### config.mk
export PLATFORM = sky130hd
export DESIGN_NAME = orion_fork_sync
export DESIGN_NICKNAME = d
export VERILOG_FILES = /design/src/rtl/orion_fork_pkg.sv /design/src/rtl/orion_sync_bit.sv /design/src/rtl/orion_fork_sync.sv
export SDC_FILE = /design/constraint.sdc
export NUM_CORES = 1
export LEC_CHECK = 0
export BUFFER_PORTS_ARGS = -buffer_cell sky130_fd_sc_hd__buf_2
export CAP_MARGIN = 25
export CORE_MARGIN = 2
export CORE_UTILIZATION = 47
export DETAILED_ROUTE_END_ITERATION = 7
export PLACE_DENSITY = 0.75
export SLEW_MARGIN = 20
export SYNTH_ARGS = -nofsm -noshare
export SYNTH_HDL_FRONTEND = slang
export SYNTH_SLANG_ARGS = --single-unit
### constraint.sdc
create_clock -name clk -period 1.5 [get_ports clk]
set_input_delay 0.075 -clock clk [delete_from_list [all_inputs] [get_ports clk]]
set_output_delay 0.075 -clock clk [all_outputs]
set_load 0.01 [all_outputs]
### src/rtl/orion_fork_pkg.sv
// orion_fork_pkg: shared state type for the clocked orion fork
package orion_fork_pkg;
  typedef enum logic [1:0] {IDLE, LAUNCH, WAIT} fork_state_e;
endpackage

### src/rtl/orion_sync_bit.sv
// orion_sync_bit: N-flop single-bit synchroniser with sync reset, STAGES=0 is a wire
module orion_sync_bit #(
  parameter int   STAGES  = 2,
  parameter logic RST_VAL = 1'b0
) (
  input  logic clk,
  input  logic reset,
  input  logic i_d,
  output logic o_q
);
  if (STAGES == 0) begin : g_wire
    logic w_unused;
    assign w_unused = clk ^ reset;
    assign o_q = i_d;
  end else begin : g_ff
    logic [STAGES-1:0] r_q;
    // shift the async input through the flop chain
    always_ff @(posedge clk) begin
      if (reset) r_q <= {STAGES{RST_VAL}};
      else begin
        r_q[0] <= i_d;
        for (int k = 1; k < STAGES; k++) r_q[k] <= r_q[k-1];
      end
    end
    assign o_q = r_q[STAGES-1];
  end
endmodule

### src/rtl/orion_fork_sync.sv
// orion_fork_sync: 2-phase bundled-data broadcast from one input to masked outputs
module orion_fork_sync
  import orion_fork_pkg::*;
#(
  parameter int   NUM_OUT     = 2,
  parameter int   DATA_W      = 8,
  parameter int   SYNC_STAGES = 2,
  parameter logic P_INIT      = 1'b0
) (
  input  logic               clk,
  input  logic               reset,
  input  logic               inA_req,
  output logic               inA_ack,
  input  logic [DATA_W-1:0]  inA_data,
  input  logic [NUM_OUT-1:0] out_mask,
  output logic [NUM_OUT-1:0] out_req,
  input  logic [NUM_OUT-1:0] out_ack,
  output logic [DATA_W-1:0]  out_data,
  output logic               busy,
  output logic               protocol_err
);
  fork_state_e        r_state;
  logic               r_ack;
  logic [NUM_OUT-1:0] r_req;
  logic [NUM_OUT-1:0] r_mask;
  logic [NUM_OUT-1:0] r_ack_prev;
  logic [DATA_W-1:0]  r_data;
  logic               r_err;
  logic               w_req_s;
  logic [NUM_OUT-1:0] w_ack_s;
  logic [NUM_OUT-1:0] w_done;
  logic [NUM_OUT-1:0] w_edge;
  logic [NUM_OUT-1:0] w_bad;

  orion_sync_bit #(.STAGES(SYNC_STAGES), .RST_VAL(P_INIT)) u_sync_req (
    .clk(clk), .reset(reset), .i_d(inA_req), .o_q(w_req_s)
  );

  for (genvar i = 0; i < NUM_OUT; i++) begin : g_ack
    orion_sync_bit #(.STAGES(SYNC_STAGES), .RST_VAL(P_INIT)) u_sync_ack (
      .clk(clk), .reset(reset), .i_d(out_ack[i]), .o_q(w_ack_s[i])
    );
  end

  // a channel is done once it is masked off or its ack phase has caught up with its req
  assign w_done = ~r_mask | ~(w_ack_s ^ r_req);
  assign w_edge = w_ack_s ^ r_ack_prev;
  // only a masked-on channel that was still pending may see an ack edge, and only in WAIT
  assign w_bad  = (r_state == WAIT) ? w_edge & (~r_mask | ~(r_ack_prev ^ r_req)) : w_edge;

  // capture, launch and completion sequencing plus sticky error tracking
  always_ff @(posedge clk) begin
    if (reset) begin
      r_state    <= IDLE;
      r_ack      <= P_INIT;
      r_req      <= {NUM_OUT{P_INIT}};
      r_mask     <= '0;
      r_ack_prev <= {NUM_OUT{P_INIT}};
      r_data     <= '0;
      r_err      <= 1'b0;
    end else begin
      r_ack_prev <= w_ack_s;
      r_err      <= r_err | (|w_bad);
      case (r_state)
        IDLE: if (w_req_s != r_ack) begin
          r_data  <= inA_data;
          r_mask  <= out_mask;
          r_state <= LAUNCH;
        end
        LAUNCH: if (r_mask == '0) begin
          r_ack   <= ~r_ack;
          r_state <= IDLE;
        end else begin
          r_req   <= r_req ^ r_mask;
          r_state <= WAIT;
        end
        WAIT: if (&w_done) begin
          r_ack   <= ~r_ack;
          r_state <= IDLE;
        end
        default: r_state <= IDLE;
      endcase
    end
  end

  assign inA_ack      = r_ack;
  assign out_req      = r_req;
  assign out_data     = r_data;
  assign busy         = r_state != IDLE;
  assign protocol_err = r_err;
endmodule

==> results of run 1 <==
==> power breakdown <==
part | switching [uW] | internal [uW]
clock network | 185 | 270
logic | 84.2 | 97.4
registers | 23.7 | 675
==> flip-flops by register name (all words and copies together) (netlist names), 2 cells and up <==
signal                     flops
u_sync_req.g_ff.r_q            2
r_mask                         2
out_req                        2
r_state                        2
g_ack.u_sync_ack.g_ff.r_q      4
out_data                       8
r_ack_prev                     2
==> placed cells by master (no fill, tap or decap) <==
cell	count
sky130_fd_sc_hd__a21oi_1	3
sky130_fd_sc_hd__a22o_1	1
sky130_fd_sc_hd__a31oi_1	1
sky130_fd_sc_hd__buf_2	27
sky130_fd_sc_hd__buf_4	1
sky130_fd_sc_hd__bufinv_16	1
sky130_fd_sc_hd__clkbuf_4	3
sky130_fd_sc_hd__dfxtp_1	24
sky130_fd_sc_hd__dlygate4sd3_1	10
sky130_fd_sc_hd__inv_1	1
sky130_fd_sc_hd__mux2i_1	10
sky130_fd_sc_hd__nand2_1	5
sky130_fd_sc_hd__nand2b_1	1
sky130_fd_sc_hd__nor2_1	14
sky130_fd_sc_hd__nor2b_1	10
sky130_fd_sc_hd__o21ai_0	4
sky130_fd_sc_hd__or2_2	1
sky130_fd_sc_hd__or3_1	1
sky130_fd_sc_hd__xor2_1	7
==> worst paths after layout <==
kind | endpoint | depth (start not counted)
max | out_data[1]$_SDFFE_PP0P_ | 5
min | out_data[0]$_SDFFE_PP0P_ | 3
max reg2reg | out_data[1]$_SDFFE_PP0P_ | 5
min reg2reg | g_ack[1].u_sync_ack.g_ff.r_q[1]$_SDFF_PP0_ | 1
==> cell type report <==
cell class                      instances  area [um^2]
Tap cell                               25         31.3
Clock inverter                          1         30.0
Timing Repair Buffer                   38          243
Clock buffer                            3         22.5
Multi-Input combinational cell         58          364
Fill cell                             147          552
Inverter                                1         3.75
Sequential cell                        24          480
==> per-layer routing <==
layer / part of all wire (%) / vias to the layer above / wire length, um
met2: 53 / 15 / 875
li1: - / 355 / -
met5: 0 / - / 0
met1: 42 / 315 / 701
met3: 3.8 / 2 / 63
met4: 0.61 / 0 / 10
==> stage by stage <==
stage                     power (uW)  hold slack (ns)  util (%)  worst slack (ns)  instance area [um^2]
after floorplan                  815            0.147         -             0.213                   863
after global placement           866            0.283      59.2             0.240                  1020
after detailed placement         874            0.290      59.2             0.192                  1020
after CTS                       1350          0.00362      68.0             0.154                  1170
after global routing            1390           0.0180      68.0            0.0629                  1170
final                           1340          0.00809      68.0             0.147                  1170
==> what timing repair did <==
action / 4_1_cts / 5_1_grt
endpoints found under the hold margin: 10 / 0
endpoints found under the setup margin: 0 / 0
hold buffers: 10 / 0
==> logic make-up (layout without fill, tap and decap cells) <==
group | count (synthesis) | count (layout) | synth area share (%)
flops | 24 | 24 | 55.7
simple gates | 32 | 32 | 17.7
xor+xnor | 7 | 7 | 7.10
mux | 10 | 10 | 11.6
buf+inv | 4 | 43 | 2.17
compound gates | 9 | 9 | 5.80
==> worst max-delay path: cells and delay by family (launching register included) <==
family,cells,cell delay [ns]
simple gates,3,0.50
flops,1,0.34
buf+inv,1,0.20
mux,1,0.20
==> insert_results.sql, run 1 <==
INSERT INTO impl_metrics (metric_group, metric, value, unit) VALUES
('floorplan', 'boundaryPins', '28', ''),
('clock_tree', 'number_of_buffers_inserted_during_clock_tree_synthesis', '3', ''),
('detailed_routing', 'drtAntennaViolNets', '0', ''),
('setup_path', 'critPathArrivalTime', '1.55', 'ns'),
('clock_tree', 'tritoncts', 'built', ''),
('setup_path', 'timing.critical_path.slowest_cell_delay', '0.34', 'ns'),
('place', 'place_congestion', '0.739', ''),
('final_layout', 'layoutNonFillerInstCount', '150', ''),
('pwr', 'vdd_ir_drop_max', '0.705', 'mV'),
('detailed_routing', 'firstDrtPassIters', '4', ''),
('global_route', 'gr-max-usage-layer', 'met2', ''),
('clock_tree', 'max-clock-path-buffers', '2', ''),
('setup_path', 'type_of_element_launching_the_critical_path', 'flip-flop', ''),
('floorplan', 'fp.dieArea', '2200', 'um^2'),
('timing', 'final-setup-viol-count', '0', ''),
('global_route', 'grtUsageMet2', '31.2', '%'),
('final_layout', 'antenna_cells_inserted', '0', ''),
('floorplan', 'core.rowCount', '15', ''),
('global_route', 'vias_in_the_first_global_route', '605', ''),
('detailed_routing', 'wl_per_cell', '11.0', 'um'),
('flow_run', 'max_cap_viol_count', '0', ''),
('clock_tree', 'clkSinkCount', '24', ''),
('yosys', 'post_synth_most_frequent_cells', 'sky130_fd_sc_hd__dfxtp_1 (24), sky130_fd_sc_hd__nor2_1 (14), sky130_fd_sc_hd__mux2i_1 (10), sky130_fd_sc_hd__nor2b_1 (10), sky130_fd_sc_hd__xor2_1 (7)', ''),
('outcome', 'status', 'complete, no violations', ''),
('timing', 'rsz0062_at_grt', 'false', ''),
('global_route', 'gr-total-overflow', '0', ''),
('clock_tree', 'setup_bufs_post_cts', '0', ''),
('setup_path', 'timing.critical_path.from', 'r_state[1]$_SDFFE_PP0P_', ''),
('global_route', 'groute.layer.met1.usage', '18.3', '%'),
('timing', 'timing.final.hold_violations', '0', ''),
('global_route', 'track_usage', '16.7', '%'),
('clock_tree', 'cts_max_level', '1', ''),
('detailed_routing', 'route.vias.total', '687', ''),
('min_path', 'hold_removal_path_class', 'input port to flip-flop', ''),
('detailed_routing', 'drt_drc_violations_left', '0', ''),
('floorplan', 'coreArea', '1730', 'um^2'),
('setup_path', 'critPathMaxFanout', '11', ''),
('pwr', 'power.density_cell_area', '1140', 'nW/um^2'),
('place', 'post-place-cells', '136', ''),
('global_route', 'grt_max_degree', '25', ''),
('yosys', 'yosysUniqueCellTypes', '16', ''),
('global_route', 'grt_antenna_before_repair', '0', ''),
('clock_tree', 'clkTransAtPathRegs', '0.13', 'ns'),
('final_layout', 'areaGrowthSynthToFinish', '36.1', '%'),
('yosys', 'syn-mean-instance-area', '10.0', 'um^2'),
('yosys', 'synth_area_leader_cell', 'sky130_fd_sc_hd__dfxtp_1', ''),
('timing', 'max_freq', '0.739', 'GHz'),
('final_layout', 'fin_nets', '141', ''),
('pwr', 'power_leakage', '0.000604', 'uW'),
('floorplan', 'floorplan.initialDensity', '50.0', '%'),
('yosys', 'yosysWarnings', '0', ''),
('timing', 'clock_skew', '0.00847', 'ns'),
('yosys', 'ys_async_sr_fraction', '0', '%'),
('clock_tree', 'cts-root-buf', 'sky130_fd_sc_hd__clkbuf_4', ''),
('yosys', 'post_synth_inst_count', '86', ''),
('clock_tree', 'clk_latency', '0.31', 'ns'),
('yosys', 'mapped_nets', '101', ''),
('setup_path', 'cp.required', '1.70', 'ns'),
('yosys', 'ys_top_cells_by_area', 'sky130_fd_sc_hd__dfxtp_1 (56%), sky130_fd_sc_hd__mux2i_1 (12%), sky130_fd_sc_hd__nor2b_1 (7.2%)', ''),
('timing', 'timing.final.crit_period', '1.35', 'ns'),
('timing', 'final_critical_path_share_of_the_clock_period', '90.2', '%'),
('final_layout', 'drive_gt1_share', '26.4', '%'),
('timing', 'finalMaxSlewViolations', '0', ''),
('timing', 'remaining_max_slew_budget_at_the_tightest_pin', '73.1', '%'),
('setup_path', 'path_class', 'flip-flop to flip-flop', ''),
('min_path', 'worst_hold_startpoint', 'inA_data[0]', ''),
('timing', 'worst-slew-pin-transition', '0.403', 'ns'),
('global_route', 'grt_met3_usage', '2.31', '%'),
('yosys', 'post_synthesis_cell_area', '863', 'um^2'),
('timing', 'setup_tns', '0', 'ns'),
('yosys', 'synth-seq-area-share', '55.7', '%');
Power figures use the tool's default switching activity.
==> run 2, diff against run 1 <==
--- a/config.mk
+++ b/config.mk
@@ -12,4 +12,5 @@
 export DETAILED_ROUTE_END_ITERATION = 7
 export PLACE_DENSITY = 0.75
+export RECOVER_POWER = 50
 export SLEW_MARGIN = 20
 export SYNTH_ARGS = -nofsm -noshare
==> constraint.sdc (replaced) <==
create_clock -name clk -period 1.5 [get_ports clk]
set_input_delay 0.15 -clock clk [delete_from_list [all_inputs] [get_ports clk]]
set_output_delay 0.15 -clock clk [all_outputs]
set_load 0.01 [all_outputs]
==> run 2 against run 1 <==
Critical path depth unchanged. Sequential power about the same. Cell area decreased by 9.6%. Via count decreased by 6.3%. Non-clock buffer count decreased by 10. Fmax increased by 1.4%. Worst setup slack improved by 0.019 ns. Sequential share of layout area increased by 4.3 points. Critical endpoint is now out_data[0]$_SDFFE_PP0P_. Largest cell class unchanged.
==> insert_results.sql, run 2 (synthesized netlist as in run 1, its figures left out) <==
INSERT INTO impl_metrics (metric_group, metric, value, unit) VALUES
('outcome', 'status', 'complete, no violations', ''),
('floorplan', 'core.rowCount', '15', ''),
('clock_tree', 'clkTransAtPathRegs', '0.13', 'ns'),
('floorplan', 'dieWidth', '46.9', 'um'),
('flow_run', 'max_cap_viol_count', '0', ''),
('setup_path', 'critPathArrivalTime', '1.52', 'ns'),
('clock_tree', 'cts_resized', '0', ''),
('timing', 'remaining_max_slew_budget_at_the_tightest_pin', '73.3', '%'),
('clock_tree', 'cts_max_level', '1', ''),
('detailed_routing', 'wl_per_cell', '10.4', 'um'),
('setup_path', 'cp.required', '1.69', 'ns'),
('global_route', 'grtUsageMet2', '27.4', '%'),
('setup_path', 'timing.reg2reg.setup_slack', '0.17', 'ns'),
('global_route', 'vias_in_the_first_global_route', '587', ''),
('clock_tree', 'max-clock-path-buffers', '2', ''),
('setup_path', 'cp-end-kind', 'flip-flop', ''),
('timing', 'final_critical_path_share_of_the_clock_period', '89.0', '%'),
('place', 'place_congestion', '0.739', ''),
('timing', 'worst-slew-pin-transition', '0.400', 'ns'),
('final_layout', 'drive_gt1_share', '20.0', '%'),
('final_layout', 'fill_cells', '163', ''),
('pwr', 'power_leakage', '0.000521', 'uW'),
('timing', 'timing.final.crit_period', '1.33', 'ns'),
('setup_path', 'critPathMaxFanout', '11', ''),
('detailed_routing', 'firstDrtPassIters', '3', ''),
('global_route', 'grt_max_degree', '25', ''),
('global_route', 'gr-max-usage-layer', 'met2', ''),
('global_route', 'groute.layer.met1.usage', '17.3', '%'),
('timing', 'timing.final.hold_violations', '0', ''),
('floorplan', 'boundaryPins', '28', ''),
('timing', 'max_freq', '0.749', 'GHz'),
('detailed_routing', 'drtAntennaViolNets', '0', ''),
('global_route', 'first_pass_grt_wire_length', '2320', 'um'),
('floorplan', 'die_h', '46.9', 'um'),
('floorplan', 'fp.dieArea', '2200', 'um^2'),
('global_route', 'grt_antenna_before_repair', '0', ''),
('final_layout', 'layout_commonest_cell', 'sky130_fd_sc_hd__dfxtp_1', ''),
('timing', 'finalMaxSlewViolations', '0', ''),
('clock_tree', 'clkSinkCount', '24', ''),
('clock_tree', 'cts-root-buf', 'sky130_fd_sc_hd__clkbuf_4', ''),
('final_layout', 'finish.utilization', '61.5', '%'),
('detailed_routing', 'drt_drc_violations_left', '0', ''),
('final_layout', 'layout.area.seq', '480', 'um^2'),
('final_layout', 'area_taken_by_multi_input_logic_gates', '364', 'um^2'),
('global_route', 'gr-total-overflow', '0', ''),
('setup_path', 'type_of_element_launching_the_critical_path', 'flip-flop', ''),
('place', 'i_o_buffers', '27', ''),
('min_path', 'hold_removal_path_class', 'input port to flip-flop', ''),
('timing', 'clock_skew', '0.0118', 'ns'),
('clock_tree', 'setup_bufs_post_cts', '0', ''),
('global_route', 'track_usage', '15.3', '%'),
('clock_tree', 'number_of_buffers_inserted_during_clock_tree_synthesis', '3', ''),
('timing', 'final-setup-viol-count', '0', ''),
('clock_tree', 'tritoncts', 'built', ''),
('timing', 'rsz0062_at_grt', 'false', ''),
('final_layout', 'number_of_flip_flops_in_the_largest_register', '8', ''),
('final_layout', 'fin_nets', '131', ''),
('global_route', 'grt_met3_usage', '2.31', '%'),
('final_layout', 'most-common-layout-cells', 'sky130_fd_sc_hd__dfxtp_1 (24), sky130_fd_sc_hd__buf_2 (17), sky130_fd_sc_hd__nor2_1 (14)', ''),
('timing', 'setup_tns', '0', 'ns'),
('detailed_routing', 'route.vias.total', '644', ''),
('pwr', 'power.density_cell_area', '1230', 'nW/um^2'),
('final_layout', 'antenna_cells_inserted', '0', ''),
('final_layout', 'areaGrowthSynthToFinish', '23.0', '%'),
('detailed_routing', 'vias_per_cell', '4.60', ''),
('detailed_routing', 'violation_count_after_the_first_detailed_routing_iteration', '2', ''),
('pwr', 'vdd_ir_drop_max', '0.691', 'mV'),
('floorplan', 'coreArea', '1730', 'um^2'),
('setup_path', 'path_class', 'flip-flop to flip-flop', ''),
('clock_tree', 'clk_latency', '0.31', 'ns'),
('detailed_routing', 'routed_wirelength', '1460', 'um'),
('clock_tree', 'cts_hold_buf', '0', ''),
('floorplan', 'floorplan.initialDensity', '50.0', '%');
-- run 2: cell count changes in the layout (fill, tap and decap cells not counted), sizes merged --
| cell | previous run | this run |
|---|---|---|
| dlygate4sd3 | 10 | 0 |
| buf | 28 | 18 |
| clkbuf | 3 | 13 |
-- run 2: final timing paths --
kind | startpoint | end | cells after the start
setup reg to reg | r_state[1]$_SDFFE_PP0P_ | out_data[0]$_SDFFE_PP0P_ | 5
hold reg to reg | g_ack[1].u_sync_ack.g_ff.r_q[0]$_SDFF_PP0_ | g_ack[1].u_sync_ack.g_ff.r_q[1]$_SDFF_PP0_ | 1
setup / recovery | r_state[1]$_SDFFE_PP0P_ | out_data[0]$_SDFFE_PP0P_ | 5
hold / removal | inA_req | u_sync_req.g_ff.r_q[0]$_SDFF_PP0_ | 2
-- run 2: power by group --
group          switching, uW  leakage, uW  internal [uW]
combinational           79.4     0.000297           75.3
clock                    183    0.0000279            270
sequential              23.8     0.000196            675
total                    287     0.000521           1020
-- run 2: final cells by class --
| cell class | instances | share of cell area [%] |
|---|---|---|
| clock inverters | 1 | 2.83 |
| inverters | 1 | 0.353 |
| repair buffers | 28 | 12.2 |
| multi-input cells | 58 | 34.3 |
| clock buffers | 3 | 2.12 |
| well taps | 25 | 2.94 |
| flip-flops and latches | 24 | 45.2 |
-- run 2: metrics by stage --
step | hold WS (ns) | std cells | cell area (um^2) | setup slack, ns | power (uW)
2_1_floorplan | 0.222 | 86 | 863 | 0.213 | 815
3_3_place_gp | 0.358 | 136 | 1020 | 0.240 | 866
3_5_place_dp | 0.365 | 136 | 1020 | 0.192 | 874
4_1_cts | 0.0237 | 140 | 1070 | 0.154 | 1330
5_1_grt | 0.0314 | 140 | 1060 | 0.0564 | 1370
6_report | 0.0359 | 140 | 1060 | 0.166 | 1310
-- run 2: per-layer routing --
layer	vias up	share of wire, %
li1	336	-
met1	293	46
met2	13	49
met3	2	4.0
met4	0	0.69
met5	-	0
-- run 2: critical path: stages, from the launching register on --
cell	delay, ns
sky130_fd_sc_hd__dfxtp_1	0.34
sky130_fd_sc_hd__or2_2	0.30
sky130_fd_sc_hd__nand2b_1	0.15
sky130_fd_sc_hd__buf_4	0.20
sky130_fd_sc_hd__mux2i_1	0.16
sky130_fd_sc_hd__nor2_1	0.06
==> run 3, diff against run 2 <==
Settings changed: BUFFER_PORTS_ARGS -buffer_cell sky130_fd_sc_hd__buf_2 to not set, CORE_UTILIZATION 47 to 58, DONT_BUFFER_PORTS set to 1, PLACE_DENSITY 0.75 to 0.74.
==> run 3 against run 2 <==
Critical path depth fell by 1. Final cell count fell by 16%. Die area fell by 17%. Largest power group unchanged. Global-route usage rose by 1.4 points. Worst setup slack got worse by 0.031 ns. Flip-flop and latch count did not move. Highest routed layer unchanged. Clock skew fell by 0.0062 ns. Via count fell by 7.5%. Count of clock-buffer cells in the layout rose by 1. Critical path type unchanged. Non-clock buffer count fell by 13.
==> insert_results.sql, run 3 (synthesized netlist as in run 1, its figures left out) <==
INSERT INTO impl_metrics (metric_group, metric, value, unit) VALUES
('outcome', 'status', 'complete, no violations', ''),
('timing', 'timing.final.crit_period', '1.36', 'ns'),
('clock_tree', 'cts_max_level', '1', ''),
('pwr', 'internal-power', '901', 'uW'),
('final_layout', 'layout_commonest_cell', 'sky130_fd_sc_hd__dfxtp_1', ''),
('pwr', 'power_frac_clock', '27.5', '%'),
('min_path', 'hold_removal_path_class', 'input port to flip-flop', ''),
('timing', 'setup_tns', '0', 'ns'),
('timing', 'finalMaxSlewViolations', '0', ''),
('clock_tree', 'max-clock-path-buffers', '2', ''),
('clock_tree', 'tritoncts', 'built', ''),
('setup_path', 'type_of_element_launching_the_critical_path', 'flip-flop', ''),
('pwr', 'power.density_cell_area', '1120', 'nW/um^2'),
('timing', 'clock_skew', '0.00559', 'ns'),
('flow_run', 'max_cap_viol_count', '0', ''),
('place', 'i_o_buffers', '0', ''),
('pwr', 'vdd_ir_drop_max', '1.06', 'mV'),
('detailed_routing', 'drt_drc_violations_left', '0', ''),
('setup_path', 'cp.required', '1.74', 'ns'),
('place', 'post-place-cells', '100', ''),
('detailed_routing', 'routed_wirelength', '1360', 'um'),
('setup_path', 'critPathSlowestCell', 'sky130_fd_sc_hd__dfxtp_1', ''),
('global_route', 'vias_in_the_first_global_route', '555', ''),
('timing', 'rsz0062_at_grt', 'false', ''),
('final_layout', 'areaGrowthSynthToFinish', '21.4', '%'),
('clock_tree', 'clkTransAtPathRegs', '0.12', 'ns'),
('setup_path', 'timing.critical_path.slowest_cell_delay', '0.38', 'ns'),
('final_layout', 'fin_nets', '118', ''),
('detailed_routing', 'firstDrtPassIters', '4', ''),
('detailed_routing', 'violation_count_after_the_first_detailed_routing_iteration', '18', ''),
('detailed_routing', 'route.vias.total', '596', ''),
('final_layout', 'number_of_flip_flops_in_the_largest_register', '8', ''),
('floorplan', 'dieWidth', '42.6', 'um'),
('pwr', 'switching_power', '272', 'uW'),
('floorplan', 'coreArea', '1350', 'um^2'),
('timing', 'remaining_max_slew_budget_at_the_tightest_pin', '45.5', '%'),
('setup_path', 'worstPathCellList', 'xor2_1, a22o_1, or3_1, a21oi_1', ''),
('global_route', 'grt_antenna_before_repair', '0', ''),
('timing', 'final-setup-viol-count', '0', ''),
('timing', 'final_critical_path_share_of_the_clock_period', '91.0', '%'),
('timing', 'final.hold.worst_slack', '0.00876', 'ns'),
('floorplan', 'boundaryPins', '28', ''),
('floorplan', 'die_h', '42.6', 'um'),
('global_route', 'grt_max_degree', '25', ''),
('final_layout', 'drive_gt1_share', '6.86', '%'),
('timing', 'max_freq', '0.733', 'GHz'),
('pwr', 'power_leakage', '0.000490', 'uW'),
('detailed_routing', 'wl_per_cell', '11.6', 'um'),
('floorplan', 'floorplan.initialDensity', '63.9', '%'),
('pwr', 'seqPwrFrac', '60.7', '%'),
('clock_tree', 'clk_latency', '0.30', 'ns'),
('setup_path', 'critPathMaxFanout', '3', ''),
('floorplan', 'core.rowCount', '13', ''),
('global_route', 'gr-total-overflow', '0', ''),
('final_layout', 'antenna_cells_inserted', '0', ''),
('floorplan', 'fp.dieArea', '1810', 'um^2'),
('detailed_routing', 'drtAntennaViolNets', '0', ''),
('setup_path', 'critPathArrivalTime', '1.60', 'ns'),
('clock_tree', 'clkSinkCount', '24', ''),
('global_route', 'first_pass_grt_wire_length', '2280', 'um'),
('clock_tree', 'number_of_buffers_inserted_during_clock_tree_synthesis', '3', ''),
('timing', 'worst-slew-pin-transition', '0.815', 'ns'),
('clock_tree', 'cts-root-buf', 'sky130_fd_sc_hd__clkbuf_4', ''),
('setup_path', 'path_class', 'flip-flop to flip-flop', ''),
('place', 'dpl_cell_area', '882', 'um^2'),
('final_layout', 'finish.utilization', '77.7', '%'),
('setup_path', 'cp-end-kind', 'flip-flop', ''),
('final_layout', 'most-common-layout-cells', 'sky130_fd_sc_hd__dfxtp_1 (24), sky130_fd_sc_hd__nor2_1 (14), sky130_fd_sc_hd__dlygate4sd3_1 (13)', ''),
('timing', 'timing.final.hold_violations', '0', ''),
('pwr', 'switching_part_of_the_total_power', '23.2', '%'),
('pwr', 'combinationalPowerShare', '11.8', '%'),
('final_layout', 'layoutNonFillerInstCount', '117', ''),
('global_route', 'track_usage', '16.8', '%'),
('final_layout', 'post-route-cell-area', '1050', 'um^2'),
('detailed_routing', 'vias_per_cell', '5.09', ''),
('place', 'place_congestion', '0.663', '');
run 3: changes by cell type in the layout (fill, tap and decap cells not counted), sizes merged:
cell / delta
buf: -16
bufinv: -1
clkbuf: -9
dlygate4sd3: +13
run 3: power by group through the flow:
stage	sequential (uW)	clock, uW	combinational [uW]
2_1_floorplan	721	0	94.3
3_3_place_gp	726	0	98.6
3_5_place_dp	726	0	102
4_1_cts	712	337	136
5_1_grt	717	352	155
6_report	712	322	138
run 3: final cells by class:
cell class                      instances  area [um^2]
Clock buffer                            4         36.3
Fill cell                              93          302
Inverter                                1         3.75
Multi-Input combinational cell         58          364
Sequential cell                        24          480
Tap cell                               15         18.8
Timing Repair Buffer                   15          145
run 3: final timing paths:
kind                                           from                                end  slack, ns  depth (start not counted)
setup / recovery            out_req[0]$_SDFFE_PP0P_               inA_ack$_SDFFE_PP0P_       0.14                          4
hold / removal                          inA_data[3]           out_data[3]$_SDFFE_PP0P_      0.009                          2
setup reg to reg            out_req[0]$_SDFFE_PP0P_               inA_ack$_SDFFE_PP0P_       0.14                          4
hold reg to reg   u_sync_req.g_ff.r_q[0]$_SDFF_PP0_  u_sync_req.g_ff.r_q[1]$_SDFF_PP0_       0.45                          1
run 3: per-stage QoR:
stage | total power, uW | worst slack [ns]
floorplan | 815 | 0.213
global placement | 825 | 0.183
detailed placement | 829 | 0.160
CTS | 1180 | 0.128
global route | 1220 | 0.0116
finish | 1170 | 0.135
run 3: repair_timing:
item | in CTS | in global routing
resized for setup | 0 | 0
hold buffers | 12 | 1
hold endpoints to repair | 24 | 1
setup buffers | 0 | 0
endpoints found under the setup margin | 0 | 0
run 3: metal layers:
layer  GRT usage (%)  up-vias  wire length (um)
li1                -      310                 -
met1            19.8      265               608
met2            27.7       19               651
met3            6.03        2                83
met4            6.25        0                14
met5               0        -                 0
run 3: critical path, delay by kind of cell, from the launching register on:
| family | cells | cell delay, ns |
|---|---|---|
| AND/OR/NAND/NOR | 1 | 0.34 |
| AO/OA/AOI/OAI | 2 | 0.39 |
| flip-flops | 1 | 0.38 |
| XOR/XNOR | 1 | 0.19 |
